$ cat src/rtl/divu_pkg.sv
// Shared state encoding and sizing helpers for the iterative unsigned divider.
package divu_pkg;

    typedef enum logic [1:0] {
        IDLE = 2'd0,
        RUN  = 2'd1,
        DONE = 2'd2
    } divu_state_e;

    // One extra bit so the cycle counter can also hold N/R without wrapping.
    function automatic int cnt_width(input int n, input int r);
        return $clog2(n / r) + 1;
    endfunction

endpackage

$ cat src/rtl/divu_step.sv
// One combinational restoring-division step: shift in a dividend bit, subtract the divisor if it fits.
module divu_step #(
    parameter int N = 256
) (
    input  logic [N:0]   prem,
    input  logic [N-1:0] divisor,
    input  logic         bit_in,
    output logic [N:0]   prem_next,
    output logic         q_bit
);
    logic [N:0] shifted;

    assign shifted = {prem[N-1:0], bit_in};

    // If prem[N] is set, the true shifted value exceeds 2^(N+1) > divisor, so the
    // subtraction must happen. The modular difference is still exact because
    // the true result is below the divisor.
    assign q_bit     = prem[N] | (shifted >= {1'b0, divisor});
    assign prem_next = q_bit ? (shifted - {1'b0, divisor}) : shifted;

endmodule

$ cat src/rtl/divu_iter.sv
// Iterative unsigned divider, R quotient bits per cycle, valid/ready on both sides.
// Define DIVU_ITER_EARLY_OUT_EN to finish in one cycle whenever dividend < divisor.
module divu_iter
    import divu_pkg::*;
#(
    parameter int N = 256,
    parameter int R = 1
) (
    input  logic         clk,
    input  logic         rst,
    input  logic         in_valid,
    output logic         in_ready,
    input  logic [N-1:0] dividend,
    input  logic [N-1:0] divisor,
    output logic         out_valid,
    input  logic         out_ready,
    output logic [N-1:0] quotient,
    output logic [N-1:0] remainder,
    output logic         dbz,
    output logic         busy
);
    localparam int            CW      = cnt_width(N, R);
    localparam logic [CW-1:0] LAST    = CW'(N / R - 1);
    localparam logic [1:0]    ST_IDLE = IDLE;
    localparam logic [1:0]    ST_RUN  = RUN;
    localparam logic [1:0]    ST_DONE = DONE;

    if ((N < 2) || (R < 1) || (N % R != 0)) begin : g_param_check
        $error("divu_iter: N must be >= 2 and R must divide N");
    end

    logic [1:0]    state;
    logic [N-1:0]  dvd_sh;
    logic [N-1:0]  dsr;
    logic [N:0]    prem;
    logic [N-1:0]  qacc;
    logic [CW-1:0] cnt;

    logic [N:0]    rem_chain [R+1];
    logic [R-1:0]  qbits;
    logic [N-1:0]  q_next;
    logic          accept;

    assign in_ready  = (state == ST_IDLE) || ((state == ST_DONE) && out_ready);
    assign accept    = in_valid && in_ready;
    assign out_valid = (state == ST_DONE);
    assign busy      = (state != ST_IDLE);

    // R steps chained MSB first; dividend bits come off the top of the shift register.
    assign rem_chain[0] = prem;
    for (genvar i = 0; i < R; i++) begin : g_step
        divu_step #(.N(N)) u_step (
            .prem      (rem_chain[i]),
            .divisor   (dsr),
            .bit_in    (dvd_sh[N-1-i]),
            .prem_next (rem_chain[i+1]),
            .q_bit     (qbits[R-1-i])
        );
    end

    assign q_next = (qacc << R) | N'(qbits);

    always_ff @(posedge clk or negedge rst) begin
        if (!rst) begin
            state     <= ST_IDLE;
            dvd_sh    <= '0;
            dsr       <= '0;
            prem      <= '0;
            qacc      <= '0;
            cnt       <= '0;
            quotient  <= '0;
            remainder <= '0;
            dbz       <= 1'b0;
        end else if (accept) begin
            dvd_sh <= dividend;
            dsr    <= divisor;
            prem   <= '0;
            qacc   <= '0;
            cnt    <= '0;
            if (divisor == '0) begin
                quotient  <= '1;
                remainder <= dividend;
                dbz       <= 1'b1;
                state     <= ST_DONE;
`ifdef DIVU_ITER_EARLY_OUT_EN
            end else if (dividend < divisor) begin
                quotient  <= '0;
                remainder <= dividend;
                dbz       <= 1'b0;
                state     <= ST_DONE;
`endif
            end else begin
                state <= ST_RUN;
            end
        end else begin
            case (state)
                ST_RUN: begin
                    prem   <= rem_chain[R];
                    qacc   <= q_next;
                    dvd_sh <= dvd_sh << R;
                    cnt    <= cnt + CW'(1);
                    if (cnt == LAST) begin
                        quotient  <= q_next;
                        remainder <= rem_chain[R][N-1:0];
                        dbz       <= 1'b0;
                        state     <= ST_DONE;
                    end
                end
                ST_DONE: begin
                    if (out_ready) begin
                        state <= ST_IDLE;
                    end
                end
                ST_IDLE: ;
                default: state <= ST_IDLE;
            endcase
        end
    end

endmodule

$ cat config.mk
export PLATFORM = sky130hd
export DESIGN_NAME = divu_iter
export DESIGN_NICKNAME = d
export VERILOG_FILES = /design/src/rtl/divu_pkg.sv /design/src/rtl/divu_step.sv /design/src/rtl/divu_iter.sv
export SDC_FILE = /design/constraint.sdc
export NUM_CORES = 2
export LEC_CHECK = 0
export ABC_CLOCK_PERIOD_IN_PS = 3800
export CAP_MARGIN = 20
export CORE_MARGIN = 8
export CORE_UTILIZATION = 51
export DETAILED_ROUTE_END_ITERATION = 8
export PLACE_DENSITY = 0.84
export SLEW_MARGIN = 20
export SYNTH_ARGS = -nofsm -noshare
export SYNTH_HDL_FRONTEND = slang
export SYNTH_SLANG_ARGS = --single-unit
export TNS_END_PERCENT = 50
$ cat constraint.sdc
create_clock -name clk -period 3.8 [get_ports clk]
set_input_delay 0.57 -clock clk [delete_from_list [all_inputs] [get_ports clk]]
set_output_delay 0.57 -clock clk [all_outputs]
set_load 0.01 [all_outputs]
; Yosys cells after proc, flatten, opt, wreduce, memory -nomap -nowiden
; Cells that the tools add are included.
[totals]
ff_bits = 1548
input_bits = 516
out_inout_bits = 516
word_cells = 57
[op_classes]
addsub = 2
magnitude_cmp = 1
n_eq_ne = 7
mux = 26
bitwise = 2
reduce_logical = 10
[ops]
columns = cell, n
row1 = 256-bit two-way mux, 10
row2 = 257-bit two-way mux, 3
row3 = 255-bit two-way mux, 2
row4 = 257-bit by 256-bit greater-or-equal comparator with 1-bit output, 1
row5 = 257-bit by 256-bit subtractor with 257-bit output, 1
row6 = 256-bit zero test, 1
row7 = 256-bit by 1-bit bitwise OR with 256-bit output, 1
row8 = 9-bit two-way mux, 2
row9 = "9-bit by 1-bit adder with 9-bit output, second input constant", 1
row10 = "9-bit by 8-bit equality test with 1-bit output, second input constant", 1
row11 = 2-bit two-way mux, 4
row12 = 2-bit one-hot mux with 3 select lines, 1
row13 = 3-bit AND reduction, 2
row14 = 2-bit nonzero test, 3
row15 = 1-bit two-way mux, 4
row16 = "3-bit by 1-bit inequality test with 1-bit output, second input constant", 1
row17 = "3-bit inequality test, second input constant", 1
row18 = "2-bit by 1-bit equality test with 1-bit output, second input constant", 1
row19 = "2-bit equality test, second input constant", 1
row20 = 1-bit logical AND, 2
row21 = 2-bit zero test, 1
row22 = "2-bit by 1-bit inequality test with 1-bit output, second input constant", 1
row23 = "2-bit inequality test, second input constant", 1
row24 = 1-bit logical OR, 1
row25 = 1-bit bitwise OR, 1

; Longest topological paths before layout
[depth]
depth_word = 6
mapped_depth = 19

; Hierarchy
; Synthesis repeated with hierarchy kept, for this count alone.
[unflattened]
cells_unflattened = 10187
area_unflattened_um2 = 85000.3
[modules_own_cells]
columns = mod, n_inst, cells_each, area_each_um2, seq_area_each_um2
row1 = divu_iter, 1, 6264, 62220.9, 38737.2
row2 = divu_step, 1, 3923, 22779.3, 0.0

; Worst setup path after synthesis
; Ideal clock, no wire load.
[synth_path]
kind = flip-flop to flip-flop
start = register dvd_sh[255]
end = register prem[238]
setup_ns = 0.125
t_arrival_ns = 3.634
setup_slack_ns = 0.041
stages_incl_launch_ff = 17
n_path_buf = 0
synth_period_minus_slack_ns = 3.759
cell_sequence = dfrtp_1 -> inv_1 -> ha_1 -> fa_1 -> nand2b_1 -> a211oi_2 -> o2111ai_1 -> a311oi_2 -> o2111ai_1 -> a211oi_2 -> o21ai_2 -> o31ai_4 -> a31o_2 -> a31oi_1 -> a41oi_1 -> o22ai_1 -> mux2_2
[synth_between]
elab_chain_cells = 5
[synth_rtl]
columns = item, line
row1 = from (decl), divu_iter.sv:33  ; logic [N-1:0] dvd_sh;
row2 = from (signal assigned), divu_iter.sv:75  ; dvd_sh <= dividend;
row3 = from (signal assigned), divu_iter.sv:100  ; dvd_sh <= dvd_sh << R;
row4 = 257-bit by 256-bit greater-or-equal comparator with 1-bit output, divu_step.sv:18  ; assign q_bit = prem[N] | (shifted >= {1'b0, divisor});
row5 = 1-bit bitwise OR, divu_step.sv:18
row6 = 257-bit two-way mux (*), divu_step.sv:19  ; assign prem_next = q_bit ? (shifted - {1'b0, divisor}) : shifted;
row7 = 257-bit two-way mux (*), divu_iter.sv:96  ; case (state)
row8 = 257-bit two-way mux (*), divu_iter.sv:74  ; end else if (accept) begin
row9 = to (signal assigned), divu_iter.sv:98  ; prem <= rem_chain[R];
row10 = to (decl), divu_iter.sv:35  ; logic [N:0] prem;
; Every way passes the cells marked *; elsewhere a longest branch is shown, timed or not. The select of a mux whose other input is x is not followed.
; A chain may end at the register's enable or synchronous reset.

; Worst setup path in the final report
[layout_path]
start = register dsr[110]
end = register prem[53]
[layout_between]
elab_chain_cells = 5
[layout_rtl]
columns = item, line
row1 = from (decl), divu_iter.sv:34  ; logic [N-1:0] dsr;
row2 = from (signal assigned), divu_iter.sv:76  ; dsr <= divisor;
row3 = 257-bit by 256-bit greater-or-equal comparator with 1-bit output, divu_step.sv:18
row4 = 1-bit bitwise OR, divu_step.sv:18
row5 = 257-bit two-way mux, divu_step.sv:19
row6 = 257-bit two-way mux, divu_iter.sv:96
row7 = 257-bit two-way mux, divu_iter.sv:74
; No other way between the ends. The select of a mux whose other input is x is not followed.

==> flow_metrics.env <==
export IMPL_die_w_um=424
export IMPL_worst_pin_slew_ns=1.23
export IMPL_min_path_type="in2reg"
export IMPL_grt_antenna_before_repair=53
export IMPL_insertion_delay_ns=0.88
export IMPL_path_clk_slew_ns=0.07
export IMPL_synthDistinctLibCells=102
export IMPL_synth_area_top_cells="dfrtp_1, nand2_1, o21ai_0"
export IMPL_drive_above_1_share_pct=24.2
export IMPL_drc=0
export IMPL_area_delta_synth_final_pct=44.9
export IMPL_finalSetupTns_ns=-130.85
export IMPL_drt_wl_total_um=410000
export IMPL_reg2reg_to="prem[53]$_DFFE_PN0P_"
export IMPL_io_buffers=1031
export IMPL_power_leakage_uw=0.0545
export IMPL_violations="negative setup slack"
export IMPL_reg2reg_from="dsr[110]$_DFFE_PN0P_"
export IMPL_grt_pass1_wl_um=590000
export IMPL_holdPathStages=3
export IMPL_grt_pass1_vias=93625
export IMPL_holdCritStartpoint="dividend[0]"
export IMPL_synthTopCellsByCount="nand2_1, dfrtp_1, o21ai_0"
export IMPL_synth_edff_count=0
export IMPL_cts_num_sinks=1548
export IMPL_r2r_cells=21
export IMPL_synth_fp_nets=11171
export IMPL_overflow=0
export IMPL_clock_root_buffer="clkbuf_16"
export IMPL_slew_headroom_pct=16.9
export IMPL_grt_usage_pct=42.8
export IMPL_synth_cell_area_um2=85000
export IMPL_start_util_pct=51.1
export IMPL_slew_violations=0
export IMPL_dp_slack_ns=-1.41
export IMPL_drtAntennaViolNets=0
export IMPL_viasPerCell=6.15
export IMPL_drtPass1Iterations=9
export IMPL_grt_max_degree=199
export IMPL_synth_largest_area_cell="dfrtp_1"
export IMPL_setup_slack_ns=-0.516
export IMPL_fmax_mhz=232
export IMPL_period_share_pct=114
export IMPL_dpl_cell_count=14978
export IMPL_core_um2=166000
export IMPL_finalSetupViolCount=545
export IMPL_async_flop_share_pct=100
export IMPL_p_per_area_nw_per_um2=1070
export IMPL_rsz0062_at_grt="yes"
export IMPL_globalplace_congestion=1.08
export IMPL_synth_seq_cells=1548
export IMPL_hold_ws_ns=0.293
export IMPL_synth_flop_cell="dfrtp_1"
export IMPL_synth_top_cell_area_share_pct=45.6
export IMPL_ioPinCount=1032
export IMPL_path_class="reg2reg"
export IMPL_min_period_ns=4.32
export IMPL_syn_avg_cell_area_um2=8.18
export IMPL_min_to="dvd_sh[0]$_DFFE_PN0P_"
export IMPL_final_cells=15447
export IMPL_ys_warn_count=0
export IMPL_hold_viol=0
export IMPL_arrival_ns=5.05
export IMPL_cap_violations=0
export IMPL_clk_path_buf_depth=3
export IMPL_yosysMostFrequentCell="nand2_1"
export IMPL_die_area_um2=180000
export IMPL_die_h_um=424
export IMPL_tritoncts="done"
export IMPL_fillers=11701
export IMPL_cts_htree_levels=4
export IMPL_fin_nets=13849
export IMPL_dr_first_iter_drc_count=11550
export IMPL_cp_max_fo=8
export IMPL_regToRegSetupSlack_ns=-0.52
export IMPL_ys_seq_area_share_pct=45.6
export IMPL_std_cell_rows=150
export IMPL_route_vias_total=94964
export IMPL_hpwlAfterDp_um=308000
export IMPL_cts_buffers=159
export IMPL_worstPathRequired_ns=4.53
export IMPL_synthCells=10396
export IMPL_outcome="finished with violations"
export IMPL_wire_per_inst_um=26.5
export IMPL_cp_end_kind="register"
export IMPL_ir_drop_uv=646
export IMPL_cp_start_kind="register"
export IMPL_skew_ns=0.0615
[critical path: stages, from the launching register on]
cell and delay (ns):
dfrtp_1 0.40, inv_1 0.16, ha_4 0.23, buf_4 0.14
nand4_1 0.11, buf_6 0.15, inv_1 0.06, a21oi_2 0.20
nand3_1 0.22, a2111oi_4 0.27, nor2_2 0.10, a21oi_4 0.19
o21ai_4 0.12, a31o_4 0.26, a31o_4 0.30, buf_12 0.16
clkbuf_16 0.17, clkbuf_16 0.18, buf_8 0.14, nand2_1 0.11
o211ai_1 0.16, o21ai_0 0.38
[worst max path at each step]
| stage | from | endpoint | slack, ns | cells past startpoint |
|---|---|---|---|---|
| after floorplan | dvd_sh[255]$_DFFE_PN0P_ | prem[238]$_DFFE_PN0P_ | 0.04 | 16 |
| final | dsr[110]$_DFFE_PN0P_ | prem[53]$_DFFE_PN0P_ | -0.52 | 21 |
| after global routing | dsr[110]$_DFFE_PN0P_ | prem[53]$_DFFE_PN0P_ | -0.62 | 21 |
| after detailed placement | dsr[0]$_DFFE_PN0P_ | remainder[182]$_DFFE_PN0P_ | -1.41 | 18 |
| after global placement | dvd_sh[255]$_DFFE_PN0P_ | remainder[182]$_DFFE_PN0P_ | -1.51 | 19 |
| after CTS | dsr[0]$_DFFE_PN0P_ | remainder[182]$_DFFE_PN0P_ | -0.40 | 18 |
[registers in the layout, indices dropped and copies added, names as in the netlist]
| name | flops |
|---|---|
| dbz | 1 |
| remainder | 256 |
| state | 2 |
| prem | 257 |
| qacc | 255 |
| dsr | 256 |
| quotient | 256 |
| dvd_sh | 256 |
| cnt | 9 |
[layout make-up]
| class | instances | area (um2) | share of cell area, % |
|---|---|---|---|
| flip-flops and latches | 1548 | 38700 | 31.5 |
| diodes | 39 | 97.6 | 0.0792 |
| inverters | 353 | 1330 | 1.08 |
| clock inverters | 61 | 881 | 0.715 |
| well taps | 2204 | 2760 | 2.24 |
| multi-input cells | 7805 | 46300 | 37.6 |
| clock buffers | 230 | 4610 | 3.74 |
| repair buffers | 3207 | 28400 | 23.1 |
[through the flow]
step / instance area (um2) / total power (uW) / utilization [%]
6_report: 123000 / 131000 / 74.0
5_1_grt: 123000 / 137000 / 74.0
4_1_cts: 121000 / 124000 / 72.5
3_5_place_dp: 111000 / 101000 / 67.0
3_3_place_gp: 111000 / 99200 / 67.0
2_1_floorplan: 85000 / 61200 / -
[timing repair]
action                     4_1_cts  5_1_grt
hold endpoints to repair        77        0
buffers inserted                64       72
cloned                           5       11
hold buffers                     1        0
pin swaps                      188      121
setup endpoints to repair      515      527
resized for setup              612      401
[metal layers]
metal	part of all wire, %	vias up	GRT usage, %
met2	44	5912	66.5
met3	10	1392	10.1
met1	37	46304	53.3
li1	-	41332	-
met5	0.038	-	0
met4	8.5	24	28.8
[cells by family (layout without fill, tap and decap cells)]
logic type | Yosys count | count (layout) | synth area share [%]
compound gates | 2972 | 2972 | 20.3
xor+xnor | 247 | 247 | 2.54
fa+ha+maj | 259 | 259 | 3.82
buf+inv | 1043 | 3851 | 4.99
flops | 1548 | 1548 | 45.6
mux | 176 | 176 | 2.24
other cells | 0 | 39 | 0
simple gates | 4151 | 4151 | 20.6
[cells in the final DEF, fill, tap and decap left out, drive strengths merged, types with 127 or more instances in the layout]
cell	netlist	final
nand2	2187	2187
buf	179	2162
dfrtp	1548	1548
o21ai	1160	1160
nor2	1101	1101
clkdlybuf4s50	0	1030
a21oi	914	914
inv	353	359
ha	258	258
nand3	252	252
clkbuf	511	241
nand4	200	200
a31oi	184	184
xnor2	137	137
a21o	127	127
[power breakdown]
part           leakage, uW  switching (uW)  internal (uW)  total (uW)
Combinational       0.0329           48300          40500       88800
Sequential          0.0189            4020          22000       26100
Clock              0.00267            7390           9190       16600
No activity file was read; power rests on OpenSTA's default activity.
